File: src/rtl/qif_spike_decoder.sv
// rtl/qif_spike_decoder.sv - windowed spike-rate and inter-spike-interval decoder
// Define QIF_SPIKE_DEC_ISI_EN to compile in the ISI FSM and the isi/isi_valid outputs.
module qif_spike_decoder #(
   parameter int WINDOW_LOG2 = 8,
   parameter int ISI_W       = 16
) (
   input  logic             clk_i,
   input  logic             rst_n_i,
   input  logic             en_i,
   input  logic             clr_i,
   input  logic             spike_in_i,
   output logic [7:0]       rate_o,
   output logic             rate_valid_o,
   output logic             rate_sat_o,
   output logic [ISI_W-1:0] isi_o,
   output logic             isi_valid_o
);

   logic                   spike_prev_q;
   logic                   spk_event;
   logic                   win_close;
   logic [WINDOW_LOG2-1:0] win_cnt_q, win_cnt_d;
   logic [8:0]             spk_cnt_q, spk_cnt_d;
   logic [8:0]             spk_sum;
   logic [7:0]             rate_q, rate_d;
   logic                   rate_valid_q, rate_valid_d;
   logic                   rate_sat_q, rate_sat_d;

   assign spk_event = spike_in_i & ~spike_prev_q;
   assign win_close = en_i & (&win_cnt_q);
   assign spk_sum   = spk_cnt_q + {8'd0, spk_event};

   // Resets high so a level already present at reset release is not an edge.
   always_ff @(posedge clk_i or negedge rst_n_i) begin
      if (!rst_n_i) spike_prev_q <= 1'b1;
      else          spike_prev_q <= spike_in_i;
   end

   always_comb begin
      win_cnt_d    = win_cnt_q;
      spk_cnt_d    = spk_cnt_q;
      rate_d       = rate_q;
      rate_sat_d   = rate_sat_q;
      rate_valid_d = 1'b0;
      if (clr_i) begin
         win_cnt_d = '0;
         spk_cnt_d = '0;
      end else if (en_i) begin
         win_cnt_d = win_cnt_q + WINDOW_LOG2'(1);
         if (win_close) begin
            rate_d       = (spk_sum > 9'd255) ? 8'd255 : spk_sum[7:0];
            rate_sat_d   = (spk_sum >= 9'd255);
            rate_valid_d = 1'b1;
            spk_cnt_d    = '0;
         end else begin
            spk_cnt_d = (spk_sum > 9'd255) ? 9'd255 : spk_sum;
         end
      end
   end

   always_ff @(posedge clk_i or negedge rst_n_i) begin
      if (!rst_n_i) begin
         win_cnt_q    <= '0;
         spk_cnt_q    <= '0;
         rate_q       <= '0;
         rate_valid_q <= 1'b0;
         rate_sat_q   <= 1'b0;
      end else begin
         win_cnt_q    <= win_cnt_d;
         spk_cnt_q    <= spk_cnt_d;
         rate_q       <= rate_d;
         rate_valid_q <= rate_valid_d;
         rate_sat_q   <= rate_sat_d;
      end
   end

   assign rate_o       = rate_q;
   assign rate_valid_o = rate_valid_q;
   assign rate_sat_o   = rate_sat_q;

`ifdef QIF_SPIKE_DEC_ISI_EN
   typedef enum logic {ISI_IDLE = 1'b0, ISI_ARMED = 1'b1} isi_state_e;

   localparam logic [ISI_W-1:0] ISI_MAX = '1;

   isi_state_e       state_q, state_d;
   logic [ISI_W-1:0] isi_cnt_q, isi_cnt_d;
   logic [ISI_W-1:0] isi_q, isi_d;
   logic             isi_valid_q, isi_valid_d;

   always_ff @(posedge clk_i or negedge rst_n_i) begin
      if (!rst_n_i) state_q <= ISI_IDLE;
      else          state_q <= state_d;
   end

   always_comb begin
      state_d = state_q;
      if (clr_i)                  state_d = ISI_IDLE;
      else if (en_i && spk_event) state_d = ISI_ARMED;
   end

   // The first edge only arms the counter; intervals are reported from the second on.
   always_comb begin
      isi_cnt_d   = isi_cnt_q;
      isi_d       = isi_q;
      isi_valid_d = 1'b0;
      if (clr_i) begin
         isi_cnt_d = '0;
      end else if (en_i) begin
         case (state_q)
            ISI_IDLE: begin
               if (spk_event) isi_cnt_d = ISI_W'(1);
            end
            ISI_ARMED: begin
               if (spk_event) begin
                  isi_d       = isi_cnt_q;
                  isi_valid_d = 1'b1;
                  isi_cnt_d   = ISI_W'(1);
               end else if (isi_cnt_q != ISI_MAX) begin
                  isi_cnt_d = isi_cnt_q + ISI_W'(1);
               end
            end
            default: ;
         endcase
      end
   end

   always_ff @(posedge clk_i or negedge rst_n_i) begin
      if (!rst_n_i) begin
         isi_cnt_q   <= '0;
         isi_q       <= '0;
         isi_valid_q <= 1'b0;
      end else begin
         isi_cnt_q   <= isi_cnt_d;
         isi_q       <= isi_d;
         isi_valid_q <= isi_valid_d;
      end
   end

   assign isi_o       = isi_q;
   assign isi_valid_o = isi_valid_q;
`else
   assign isi_o       = '0;
   assign isi_valid_o = 1'b0;
`endif

endmodule

File: config.mk
export PLATFORM = sky130hd
export DESIGN_NAME = qif_spike_decoder
export DESIGN_NICKNAME = d
export VERILOG_FILES = /design/src/rtl/qif_spike_decoder.sv
export SDC_FILE = /design/constraint.sdc
export NUM_CORES = 1
export LEC_CHECK = 0
export CAP_MARGIN = 5
export CORE_MARGIN = 2
export CORE_UTILIZATION = 55
export CTS_CLUSTER_DIAMETER = 150
export DETAILED_ROUTE_END_ITERATION = 10
export PLACE_DENSITY = 0.84
export SYNTH_ARGS = -nofsm -noshare
export SYNTH_HDL_FRONTEND = slang
export SYNTH_SLANG_ARGS = --single-unit
File: constraint.sdc
create_clock -name clk_i -period 4 [get_ports clk_i]
set_clock_uncertainty 0.2 [all_clocks]
set_input_delay 0.6 -clock clk_i [delete_from_list [all_inputs] [get_ports clk_i]]
set_output_delay 0.6 -clock clk_i [all_outputs]
set_load 0.03 [all_outputs]
---- Word-level counts from Yosys, hierarchy flattened ----
Cells that the tools add are included.
word-level totals
  output and inout bits ................... 27
  register bits ........................... 28
operators by class
  bitwise gates (word level) .............. 4
  reduce and logical (&&, ||, !) cells .... 3
  $lt $le $gt $ge ......................... 2
  add/subtract/negate cells ............... 2
  mux-type cells .......................... 10
operators by type and width
  cell                   count
  $mux W9                4
  $mux W8                3
  $add A9 B1 Y9          1
  $ge A9 B8 Y1 const B   1
  $gt A9 B8 Y1 const B   1
  $add A8 B1 Y8 const B  1
  $reduce_and A8 Y1      1
  $mux W1                3
  $reduce_and A3 Y1      1
  $and A1 B1 Y1          2
  $not A1 Y1             2
  $reduce_bool A2 Y1     1

---- Depth between registers and ports, before layout ----
Gate-level depths: netlist of the first run.
  depth after elaboration ................. 8
  mapped depth ............................ 9
  depth with buffers taken out ............ 8

---- Least setup slack after synthesis of the first run ----
Ideal clock, no wire load.
  path type ............................... input port to flip-flop
  from .................................... input port spike_in_i
  to ...................................... register spk_cnt_q[4]
  cell stages on the path ................. 8
  slack ................................... 1.656 ns
  data required time ...................... 3.679 ns
  library setup time ...................... 0.121 ns
  arrival time ............................ 2.024 ns
  cell sequence ........................... nor2b_1 -> ha_1 -> ha_1 -> nand3_2 -> nor3_4 -> xnor2_1 -> o21ai_0 -> a22o_1
between the ends
  cells in the longest elaborated chain, start to end .. 7
RTL lines
  what                  line  RTL
  from (decl)           11    input logic spike_in_i,
  $and A1 B1 Y1 (*)     29    assign spk_event = spike_in_i & ~spike_prev_q;
  $add A9 B1 Y9 (*)     31    assign spk_sum = spk_cnt_q + {8'd0, spk_event};
  $gt A9 B8 Y1          56    spk_cnt_d = (spk_sum > 9'd255) ? 9'd255 : spk_sum;
  $mux W9 (*)           56
  $mux W9 (*)           50    if (win_close) begin
  $mux W9 (*)           48    end else if (en_i) begin
  $mux W9 (*)           45    if (clr_i) begin
  to (signal assigned)  70    spk_cnt_q <= spk_cnt_d;
  to (decl)             23    logic [8:0] spk_cnt_q, spk_cnt_d;
Mark *: on every way between the ends. The rest lies on a longest branch, timed or not. The select of a mux whose other input is x is not followed.
A chain may end at the register's enable or synchronous reset.

---- Worst setup path after layout of the first run ----
Same ends and word-level chain as after synthesis.

==> flow_summary.yaml, run 1 <==
outcome:
  status: "finished, violations left"
  failed_checks: "design-rule violations"
finish:
  finish.net_count: 187
  diodes: 0
  area_growth_pct: 7.57
  drive_gt1_frac: 0.107
  fin_area_um2: 1780
  fillers: 247
global_route:
  grt_max_degree: 29
  gr-usage-met3: 0.0198
  grt_util_met1: 0.220
  grt_overflow_total: 0
  grt_pass1_wl_um: 4860
  grt_usage: 0.187
  use_met2: 0.338
  antenna_found_initial: 0
  grt-busiest-layer: "met2"
  grt_pass1_vias: 1145
synthesis:
  synthXorXnorAreaFrac: 0.0689
  syn_area_um2: 1650
  async_reset_ff_frac: 1.00
  synth-simple-area-share: 0.220
  synth_top_family_by_area: "simple AND/OR/NAND/NOR gates"
  ys_seq_area_frac: 0.425
  synth_flop_cell: "dfrtp_1"
  ys_types: 51
  syn_area_per_cell_um2: 9.90
  synthAdderAreaFrac: 0.0303
  yosysWarnings: 0
  synth_seq_cells: 28
  synthCells: 167
  synth.mux.area_fraction: 0.0189
  synth_edf_count: 0
  synth-compound-area-share: 0.126
sta:
  fin_crit_ps: 2750
  fin_crit_sh: 0.687
  setup_tns_ps: 0
  max_freq_mhz: 364
  fin_ws_ps: 1250
  rsz0062_at_grt: "no"
  setup_viol: 0
  tightestPinTransition_ps: 696
  drv_slew: 0
  hold_viol_final: 0
  slew_headroom: 0.533
floorplan:
  die_w_um: 58.8
  die_h_um: 58.8
  start_util: 0.589
  die-area_um2: 3460
  pin_count: 32
  core_region_area_um2: 2810
  num_rows: 19
placed_design:
  portBuffers: 14
  gp_congestion: 0.933
  dp_hpwl_um: 2190
  dpl-instance-area_um2: 1730
  pre_cts_slack_ps: 888
power:
  p_sw_mw: 0.129
  p_sw_frac: 0.245
  power_mw: 0.528
  leakagePower_nw: 0.797
  p_int_mw: 0.399
  ir_drop_v: 0.000171
  power_frac_clock: 0.357
  power_density_nw_per_um2: 297
  combPwrFrac: 0.094
  p_seq_frac: 0.548
cts:
  postCtsResizedCells: 0
  htreeDepth: 1
  cts_max_path_buffers: 2
  clkSinkCount: 28
  root_buffer: "clkbuf_4"
  tritoncts: "built"
  numCtsBuffers: 3
  cts_setup_buffers: 0
  hold_buffers: 0
  clkLatencyLatePin_ps: 340
  clk_pin_slew_ps: 140
worst_setup_path:
  critPathArrivalTime_ps: 2790
  r2r_slack_ps: 1610
  crit_type: "in -> reg"
  reg2reg_from: "spike_prev_q"
  cp_max_fo: 8
  r2r_end: "spk_cnt_q[4]"
  cp-start-kind: "input port"
  worstRegToRegCells: 8
  endpoint_kind: "flop"
  cp.required_ps: 4040
routing:
  vias_per_cell: 5.64
  wl_per_cell_um: 14.1
  vias: 1173
  ant_nets: 0
  first_pass_iters: 7
  routed_wirelength_um: 2940
  drt-initial-drc-count: 50
  drc: 5
worst_hold_path:
  hold_path.class: "reg -> reg"
  hold-path-cell-count: 1
  hp-start: "rate_o[7]"
  whs_endpoint: "rate_o[7]"
job:
  cap_violations: 0
==> per-stage QoR <==
stage / instances / hold slack (ps) / util
2_1_floorplan: 183 / 104 / -
3_3_place_gp: 204 / 296 / 0.615
3_5_place_dp: 204 / 304 / 0.615
4_1_cts: 208 / 342 / 0.634
5_1_grt: 208 / 372 / 0.634
6_report: 208 / 332 / 0.634
==> cells in the final DEF, fill, tap and decap left out, drive strengths merged, types with 3 or more instances in the layout <==
cell / netlist / layout
a21oi: 8 / 8
a22o: 3 / 3
and3: 3 / 3
clkbuf: 2 / 3
clkdlybuf4s50: 0 / 14
conb: 1 / 17
dfrtp: 27 / 27
ha: 4 / 4
nand2: 12 / 12
nand3: 5 / 5
nor2: 22 / 22
nor3: 6 / 6
o21ai: 8 / 8
xnor2: 8 / 8
xor2: 5 / 5
==> worst max-delay path, cell delays in order <==
cell and delay (ps):
clkdlybuf4s50_1 470, nor2b_1 200, ha_1 190, ha_1 310, nand3_2 150, nor3_4 220, xnor2_1 250, o21ai_0 150
a22o_1 260
==> sequential cells by signal, summed over array words and instances, names as in the netlist <==
name	count
rate_valid_o	1
spk_cnt_q	9
spike_prev_q	1
rate_o	8
win_cnt_q	8
rate_sat_o	1
==> synthesized netlist by cell type (2+ instances only) <==
library cell  instances  area [um^2]
a22o_1                3         26.3
ha_1                  4         50.1
xor2_1                5         43.8
dfrtp_1              27          676
o21ai_0               8         40.0
xnor2_1               8         70.1
buf_2                 3         15.0
nor3_1                4         20.0
nor2_1               22         82.6
inv_1                 2         7.51
a21oi_1               7         35.0
buf_4                20          150
and3_1                2         12.5
nand2_1              11         41.3
mux2i_1               2         20.0
nand3_1               4         20.0
==> power by group through the flow <==
stage	logic [mW]	registers, mW	clock network [mW]
finish	0.0499	0.290	0.189
global route	0.0549	0.290	0.198
CTS	0.0501	0.290	0.190
detailed placement	0.0502	0.295	0
global placement	0.0480	0.295	0
floorplan	0.0483	0.294	0
==> metal layers <==
metal,routed length (um),part of all wire
met1,1150,0.39
met2,1560,0.53
met3,158,0.054
met4,68,0.023
met5,0,0
==> cells by family after synthesis <==
group,Yosys count
other,1
muxes,3
DFF,28
xor gates and xnor gates,13
and+or+nand+nor,62
buffers and inverters,27
adders and majority gates,4
AOI/OAI and AO/OA,29
==> worst max path at each step <==
stage | start | to | slack [ps] | cells after the start
floorplan | spike_in_i | spk_cnt_q[4] | 1660 | 8
global placement | spike_in_i | spk_cnt_q[4] | 940 | 9
finish | spike_in_i | spk_cnt_q[4] | 1250 | 9
detailed placement | spike_in_i | spk_cnt_q[4] | 890 | 9
CTS | spike_in_i | spk_cnt_q[4] | 1270 | 9
global route | spike_in_i | spk_cnt_q[3] | 1100 | 9
==> cell type report <==
class                           count  area (um^2)  area share
Clock buffer                        3         22.5      0.0127
Clock inverter                      1         30.0      0.0169
Inverter                            2         7.51     0.00422
Multi-Input combinational cell    128          830       0.467
Sequential cell                    28          702       0.395
Tap cell                           31         38.8      0.0218
Timing Repair Buffer               15          148      0.0830
Note: power is estimated with default switching activity, not from simulation.
==> run 2, diff against run 1 <==
--- a/config.mk
+++ b/config.mk
@@ -7,10 +7,10 @@
 export LEC_CHECK = 0
 export CAP_MARGIN = 5
 export CORE_MARGIN = 2
-export CORE_UTILIZATION = 55
+export CORE_UTILIZATION = 46
 export CTS_CLUSTER_DIAMETER = 150
 export DETAILED_ROUTE_END_ITERATION = 10
-export PLACE_DENSITY = 0.84
+export PLACE_DENSITY = 0.75
 export SYNTH_ARGS = -nofsm -noshare
 export SYNTH_HDL_FRONTEND = slang
 export SYNTH_SLANG_ARGS = --single-unit
==> constraint.sdc (replaced) <==
create_clock -name clk_i -period 2.3 [get_ports clk_i]
set_clock_uncertainty 0.2 [all_clocks]
set_input_delay 0.345 -clock clk_i [delete_from_list [all_inputs] [get_ports clk_i]]
set_output_delay 0.345 -clock clk_i [all_outputs]
set_load 0.03 [all_outputs]
==> run 2 against run 1 <==
The run now ends clean; non-clock buffer count up 16; cell count rose by 15%; clock power grew 13%; count of clock-buffer cells in the layout rose by 1; critical path type unchanged; largest cell class unchanged; highest routed layer unchanged.
==> flow_summary.yaml, run 2 (synthesis gave the netlist of run 1 again) <==
outcome:
  status: "finished, final reports clean"
power:
  leakagePower_nw: 0.866
  p_sw_frac: 0.272
  power_mw: 0.814
  power_density_nw_per_um2: 420
  power_frac_clock: 0.261
  p_seq_frac: 0.620
  p_sw_mw: 0.222
  p_int_mw: 0.593
  combPwrFrac: 0.119
  ir_drop_v: 0.000224
worst_setup_path:
  cp-startpoint: "spike_in_i"
  critPathArrivalTime_ps: 2280
  cp_max_fo: 4
  slowest_stage: "clkdlybuf4s50_1"
  max_stage_delay_ps: 480
  endpoint_kind: "flop"
  crit_type: "in -> reg"
  crit_path_cell_trace: "clkdlybuf4s50_1, nor2b_4, ha_1, ha_2, nand3_2, nor3_4, xnor2_2, buf_4, a2111oi_4"
  cp.required_ps: 2340
  cp-start-kind: "input port"
  reg2reg_from: "spike_prev_q"
global_route:
  antenna_found_initial: 0
  grt_pass1_wl_um: 5490
  grt_usage: 0.172
  grt_pass1_vias: 1195
  grt_max_degree: 29
  grt_overflow_total: 0
cts:
  clkLatencyLatePin_ps: 330
  clkSinkCount: 28
  hold_buffers: 0
  clk_pin_slew_ps: 140
  htreeDepth: 1
  cts_max_path_buffers: 2
  root_buffer: "clkbuf_4"
  numCtsBuffers: 3
  tritoncts: "built"
sta:
  drv_slew: 0
  fin_hold_ws_ps: 186
  hold_viol_final: 0
  fin_crit_ps: 2240
  fin_ws_ps: 61.9
  setup_tns_ps: 0
  max_freq_mhz: 447
  fin_crit_sh: 0.973
  setup_viol: 0
  rsz0062_at_grt: "yes"
routing:
  routed_wirelength_um: 3280
  vias_per_cell: 5.08
  ant_nets: 0
  first_pass_iters: 4
  drt-initial-drc-count: 53
  drc: 0
  vias: 1215
  wl_per_cell_um: 13.7
placed_design:
  gp_congestion: 0.815
  portBuffers: 14
  dp_hpwl_um: 2440
  pre_cts_slack_ps: -414
  dpl-instance-area_um2: 1860
  placed_cells: 234
finish:
  largest_register: "spk_cnt_q"
  finish.net_count: 203
  diodes: 0
  drive_gt1_frac: 0.197
  fin_area_um2: 1940
  fillers: 301
  area_growth_pct: 17.3
  largest_reg_flops: 9
  utilization: 0.572
  layoutNonFillerInstCount: 239
  final_common_cell: "dfrtp_1"
  final_cell_mix: "dfrtp_1 (27), nor2_1 (22), conb_1 (17), buf_4 (17), clkdlybuf4s50_1 (14)"
job:
  cap_violations: 0
floorplan:
  die-area_um2: 4090
  core_region_area_um2: 3390
  num_rows: 21
  die_w_um: 63.9
  die_h_um: 63.9
  start_util: 0.488
  pin_count: 32
worst_hold_path:
  hold_path.class: "in -> async"
## run 2: cell types whose count changed in the layout (fill, tap and decap cells not counted), sizes merged
cell	change
buf	+16
bufinv	-1
clkbuf	+1
## run 2: power groups by stage
stage / Clock [mW] / Combinational (mW) / Sequential [mW]
after floorplan: 0 / 0.0839 / 0.512
after global placement: 0 / 0.0898 / 0.513
after detailed placement: 0 / 0.0929 / 0.513
after CTS: 0.218 / 0.0936 / 0.504
after global routing: 0.242 / 0.105 / 0.505
final: 0.213 / 0.0970 / 0.505
## run 2: path summary, 6_finish.rpt
kind / endpoint / slack, ps / depth (start not counted)
max in group asynchronous: spike_prev_q / 1410 / 2
setup / recovery: spk_cnt_q[2] / 60 / 9
min in group clk_i: spike_prev_q / 230 / 1
setup reg to reg: rate_sat_o / 120 / 9
hold / removal: rate_o[3] / 190 / 2
hold reg to reg: rate_o[6] / 330 / 2
## run 2: layout make-up
class / instances / area (um^2) / share of cell area
clock buffers: 4 / 26.3 / 0.0135
well taps: 46 / 57.6 / 0.0297
inverters: 2 / 7.51 / 0.00387
multi-input cells: 128 / 878 / 0.453
flip-flops and latches: 28 / 702 / 0.362
repair buffers: 31 / 268 / 0.138
## run 2: worst max-delay path: cells and delay by family
family,cells,cell delay (ps)
AND/OR/NAND/NOR,3,530
XOR/XNOR,1,130
AO/OA/AOI/OAI,1,280
buffers and inverters,2,650
adder cells (fa/ha/maj),2,340
## run 2: metal layers
| metal | GRT usage | vias up | wire (um) |
|---|---|---|---|
| met2 | 0.319 | 26 | 1830 |
| met1 | 0.202 | 598 | 1310 |
| met4 | 0.0489 | 0 | 41 |
| met3 | 0.0264 | 5 | 103 |
| met5 | 0 | - | 0 |
| li1 | - | 586 | - |
## run 2: timing repair
action / CTS / global route
resized for setup: 1 / 9
pin swaps: 0 / 2
gates cloned: 0 / 0
buffers inserted: 0 / 1
setup endpoints to repair: 8 / 11
endpoints found under the hold margin: 0 / 0
